[config.mk]
export PLATFORM = sky130hd
export DESIGN_NAME = arb4_rr
export DESIGN_NICKNAME = d
export VERILOG_FILES = /design/src/rtl/arb4_rr.sv
export SDC_FILE = /design/constraint.sdc
export NUM_CORES = 1
export LEC_CHECK = 0
export BUFFER_PORTS_ARGS = -buffer_cell sky130_fd_sc_hd__clkbuf_2
export CAP_MARGIN = 0
export CELL_PAD_IN_SITES_DETAIL_PLACEMENT = 1
export CELL_PAD_IN_SITES_GLOBAL_PLACEMENT = 2
export CORE_MARGIN = 5
export CORE_UTILIZATION = 16
export CTS_BUF_LIST = sky130_fd_sc_hd__clkbuf_8
export DETAILED_ROUTE_END_ITERATION = 8
export PLACE_DENSITY = 0.91
export SLEW_MARGIN = 15
export SYNTH_ARGS = -nofsm -noshare
export SYNTH_HDL_FRONTEND = slang
export SYNTH_SLANG_ARGS = --single-unit
[constraint.sdc]
create_clock -name clk -period 2.4 [get_ports clk]
set_input_delay 0.24 -clock clk [delete_from_list [all_inputs] [get_ports clk]]
set_output_delay 0.24 -clock clk [all_outputs]
set_load 0.1 [all_outputs]
[src/rtl/arb4_rr.sv]
// rtl/arb4_rr.sv - four-source round-robin arbiter with shared 4:1 data select (option macro: ARB4_RR_LOCK_EN adds the lock input for bursts)
module arb4_rr #(
  parameter int WIDTH = 32
) (
  input  logic             clk,
  input  logic             rst_n,
  input  logic [3:0]       req,
  input  logic [WIDTH-1:0] A,
  input  logic [WIDTH-1:0] B,
  input  logic [WIDTH-1:0] C,
  input  logic [WIDTH-1:0] D,
  input  logic             out_ready,
`ifdef ARB4_RR_LOCK_EN
  input  logic [3:0]       lock,
`endif
  output logic [3:0]       gnt,
  output logic [1:0]       sel,
  output logic             out_valid,
  output logic [WIDTH-1:0] out_data
);

  typedef enum logic {IDLE, GRANT} state_t;

  state_t     state, state_n;
  logic [1:0] ptr, ptr_n, sel_n;
  logic [3:0] gnt_n;
  logic       transfer;
  logic       hold_burst;
  logic [2:0] idle_hit;
  logic [2:0] next_hit;
  logic [1:0] sel_inc;

  // Returns {found, index} of the first requester scanning base, base+1, ... mod 4.
  // Iterating from the far end down lets the nearest hit overwrite the others.
  function automatic logic [2:0] search(input logic [1:0] base, input logic [3:0] r);
    logic [2:0] res;
    logic [1:0] idx;
    res = 3'b000;
    for (int k = 3; k >= 0; k--) begin
      idx = base + 2'(k);
      if (r[idx]) res = {1'b1, idx};
    end
    return res;
  endfunction

  assign sel_inc  = sel + 2'd1;
  assign idle_hit = search(ptr, req);
  assign next_hit = search(sel_inc, req);

`ifdef ARB4_RR_LOCK_EN
  assign hold_burst = lock[sel] & req[sel];
`else
  assign hold_burst = 1'b0;
`endif

  // Handshake and shared data path: purely combinational so source changes show up immediately.
  always_comb begin
    out_valid = (state == GRANT) && req[sel];
    transfer  = out_valid && out_ready;
    case (sel)
      2'd0:    out_data = A;
      2'd1:    out_data = B;
      2'd2:    out_data = C;
      default: out_data = D;
    endcase
  end

  // Next-state: grant from ptr when idle; on a transfer rotate past the winner; abort if the request drops.
  always_comb begin
    state_n = state;
    ptr_n   = ptr;
    sel_n   = sel;
    case (state)
      IDLE: begin
        if (idle_hit[2]) begin
          state_n = GRANT;
          sel_n   = idle_hit[1:0];
        end
      end
      GRANT: begin
        if (transfer) begin
          if (!hold_burst) begin
            ptr_n = sel_inc;
            if (next_hit[2]) begin
              sel_n = next_hit[1:0];
            end else begin
              state_n = IDLE;
            end
          end
        end else if (!req[sel]) begin
          state_n = IDLE;
        end
      end
      default: state_n = IDLE;
    endcase
    gnt_n = (state_n == GRANT) ? (4'b0001 << sel_n) : 4'b0000;
  end

  // State, pointer and registered grant outputs.
  always_ff @(posedge clk or negedge rst_n) begin
    if (!rst_n) begin
      state <= IDLE;
      ptr   <= 2'd0;
      sel   <= 2'd0;
      gnt   <= 4'b0000;
    end else begin
      state <= state_n;
      ptr   <= ptr_n;
      sel   <= sel_n;
      gnt   <= gnt_n;
    end
  end

endmodule
==> impl_metrics.yaml <==
sta:
  tightest_slew_ns: 0.628
  holdWs_ns: 0.399
  fmax_ghz: 0.426
  slew_headroom_pct: 58.1
  fin_crit_ns: 2.35
  hold_viol: 0
  setup_tns_ns: 0
  rsz0062_at_grt: "no"
  skew_ns: 0.00228
  setup_violations: 0
  period_share_pct: 97.8
  fin_ws_ns: 0.0517
  slew_violations: 0
synthesis:
  synth_warnings: 0
  yosys.area.top_type: "mux2i_1"
  synthCells: 182
  synthTopCellsByArea: "mux2i_1 (24%), a222oi_1 (21%), dfrtp_1 (15%), inv_1 (9.8%), ha_1 (3.4%)"
  syn_area_per_cell_um2: 8.19
  synthesis.area_um2: 1490
  synth_top_area_share_pct: 23.5
  ys_ff_latch: 9
  synth_cell_types: 33
  synth_seq_area_share_pct: 15.1
  synth-main-ff-cell: "dfrtp_1"
  postSynth.asyncResetShare_pct: 100
  synth_edf_count: 0
  synth_nets: 321
clock_tree:
  cts_buffers: 3
  cts_tree: "built"
  clk_pin_slew_ns: 0.04
  h-tree-depth: 1
  cts_root_buf: "clkbuf_8"
  clkSinkCount: 9
  clk_latency_ns: 0.22
  cts_buffer_depth: 2
global_routing:
  grtUsageTotal_pct: 13.3
  grt_max_degree: 33
  grt_pass1_wl_um: 12400
  grt-ovfl-total: 0
  antenna_found_initial: 0
  grt_pass1_vias: 2403
setup_path:
  crit_slowest_cell: "a222oi_1"
  cpPeakStageDelay_ns: 0.63
  endpoint_kind: "output pin"
  path_class: "reg -> out"
  arrival_ns: 2.11
  path_cells: "ha_1 -> buf_8 -> a222oi_1 -> mux2i_4 -> buf_12"
  startpoint_type: "flop"
  cp.required_ns: 2.16
  rr_worst_depth: 6
  crit_path_max_fanout: 32
drt:
  first_pass_iters: 5
  drc: 0
  ant_nets: 0
  drtIter0Drc: 186
  via_per_inst: 4.80
  finalWirelength_um: 7930
  wl_per_cell_um: 17.1
  vias: 2221
job:
  cap_violations: 0
floorplan:
  dieHeight_um: 107
  io_pins: 174
  core_area_um2: 9150
  fp.dieW_um: 107
  start_util_pct: 16.3
  fp.dieArea_um2: 11300
  rows: 35
final_layout:
  drive_above_1_share_pct: 64.2
  nNetsFinal: 492
  finish.utilization_pct: 37.8
  area_growth_pct: 132
  multi_input_area_um2: 1440
  nFillCells: 1055
  final-seq-area_um2: 233
  diodes: 0
placed_design:
  dp_hpwl_um: 6820
  place_ws_ns: 0.130
  gp_congestion: 0.759
  io_buffers: 173
worst_hold_path:
  worstHoldPathType: "in -> async"
status:
  status: "finished clean"
[layout by cell type, fill, tap and decap left out, types with 2 or more instances in the layout]
cell | synthesis | routed
a21oi_1 | 7 | 7
a222oi_1 | 32 | 32
buf_12 | 0 | 34
buf_4 | 1 | 5
clkbuf_2 | 0 | 141
clkbuf_8 | 0 | 3
dfrtp_1 | 9 | 7
dfrtp_4 | 0 | 2
ha_1 | 4 | 3
inv_1 | 39 | 39
mux2i_1 | 35 | 3
mux2i_4 | 0 | 31
nand2_1 | 4 | 4
nand2b_1 | 3 | 3
nor2_1 | 3 | 3
nor2b_1 | 2 | 2
nor3_1 | 2 | 2
nor3b_2 | 2 | 2
o211ai_1 | 3 | 3
o21a_1 | 2 | 2
o21ai_0 | 4 | 4
or2b_1 | 2 | 2
[per-layer routing]
layer / part of all wire (%) / global-route usage (%) / routed length, um
met1: 36 / 15.0 / 2870
met2: 55 / 26.3 / 4320
met3: 8.1 / 2.49 / 640
met4: 1.2 / 2.01 / 93
met5: 0 / 0 / 0
[logic make-up (layout without fill, tap and decap cells)]
family,Yosys count,in the layout,share of synthesized area [%]
buf+inv,56,226,15.5
flops,9,9,15.1
simple gates,24,24,10.9
fa+ha+maj,4,4,3.36
compound gates,53,53,30.8
mux,36,36,24.3
[state kept, by name, indices dropped and copies added (netlist names)]
signal  count
gnt         4
ptr         2
sel         2
state       1
[cells in the mapped netlist (2+ instances only)]
library cell  instances
inv_1                39
buf_6                 2
buf_2                 2
o211ai_1              3
o21ai_0               4
dfrtp_1               9
o21a_1                2
a21oi_1               7
nor2_1                3
nor3_1                2
nor3b_2               2
nor2b_1               2
clkbuf_1             11
ha_1                  4
a222oi_1             32
or2b_1                2
mux2i_1              35
nand2_1               4
nand2b_1              3
[worst paths after layout]
check                          start     endpoint  slack, ns
hold reg to reg               ptr[0]       ptr[0]       0.58
setup / recovery              sel[0]  out_data[6]       0.05
min in group clk           out_ready       ptr[0]       0.44
hold / removal                 rst_n       ptr[0]       0.40
setup reg to reg              sel[1]       gnt[2]       0.53
max in group asynchronous      rst_n       sel[1]       1.79
[timing repair]
| action | 4_1_cts | 5_1_grt |
|---|---|---|
| buffers inserted | 4 | 0 |
| hold buffers | 1 | 0 |
| endpoints found under the setup margin | 4 | 0 |
| resized for setup | 4 | 0 |
| endpoints found under the hold margin | 9 | 0 |
[critical path, delay by kind of cell (launching register included)]
family	cells	cell delay, ns
compound gates	1	0.63
flops	1	0.48
buf+inv	2	0.38
fa+ha+maj	1	0.23
mux	1	0.14
[area by class of cell]
type                    instances  share of cell area [%]
multi-input cells             117                    41.5
clock inverters                 1                   0.108
well taps                     111                    4.01
clock buffers                   3                    1.19
repair buffers                183                    42.2
inverters                      39                    4.23
flip-flops and latches          9                    6.72
[per-stage QoR]
stage	cell area [um^2]	std cells
finish	3460	463
global placement	3360	454
global route	3460	463
CTS	3460	463
floorplan	1900	182
detailed placement	3360	454
Power is left out: the tool's default activity adds up to more than one toggle a clock period on the data nets, which glitch-free logic cannot reach.
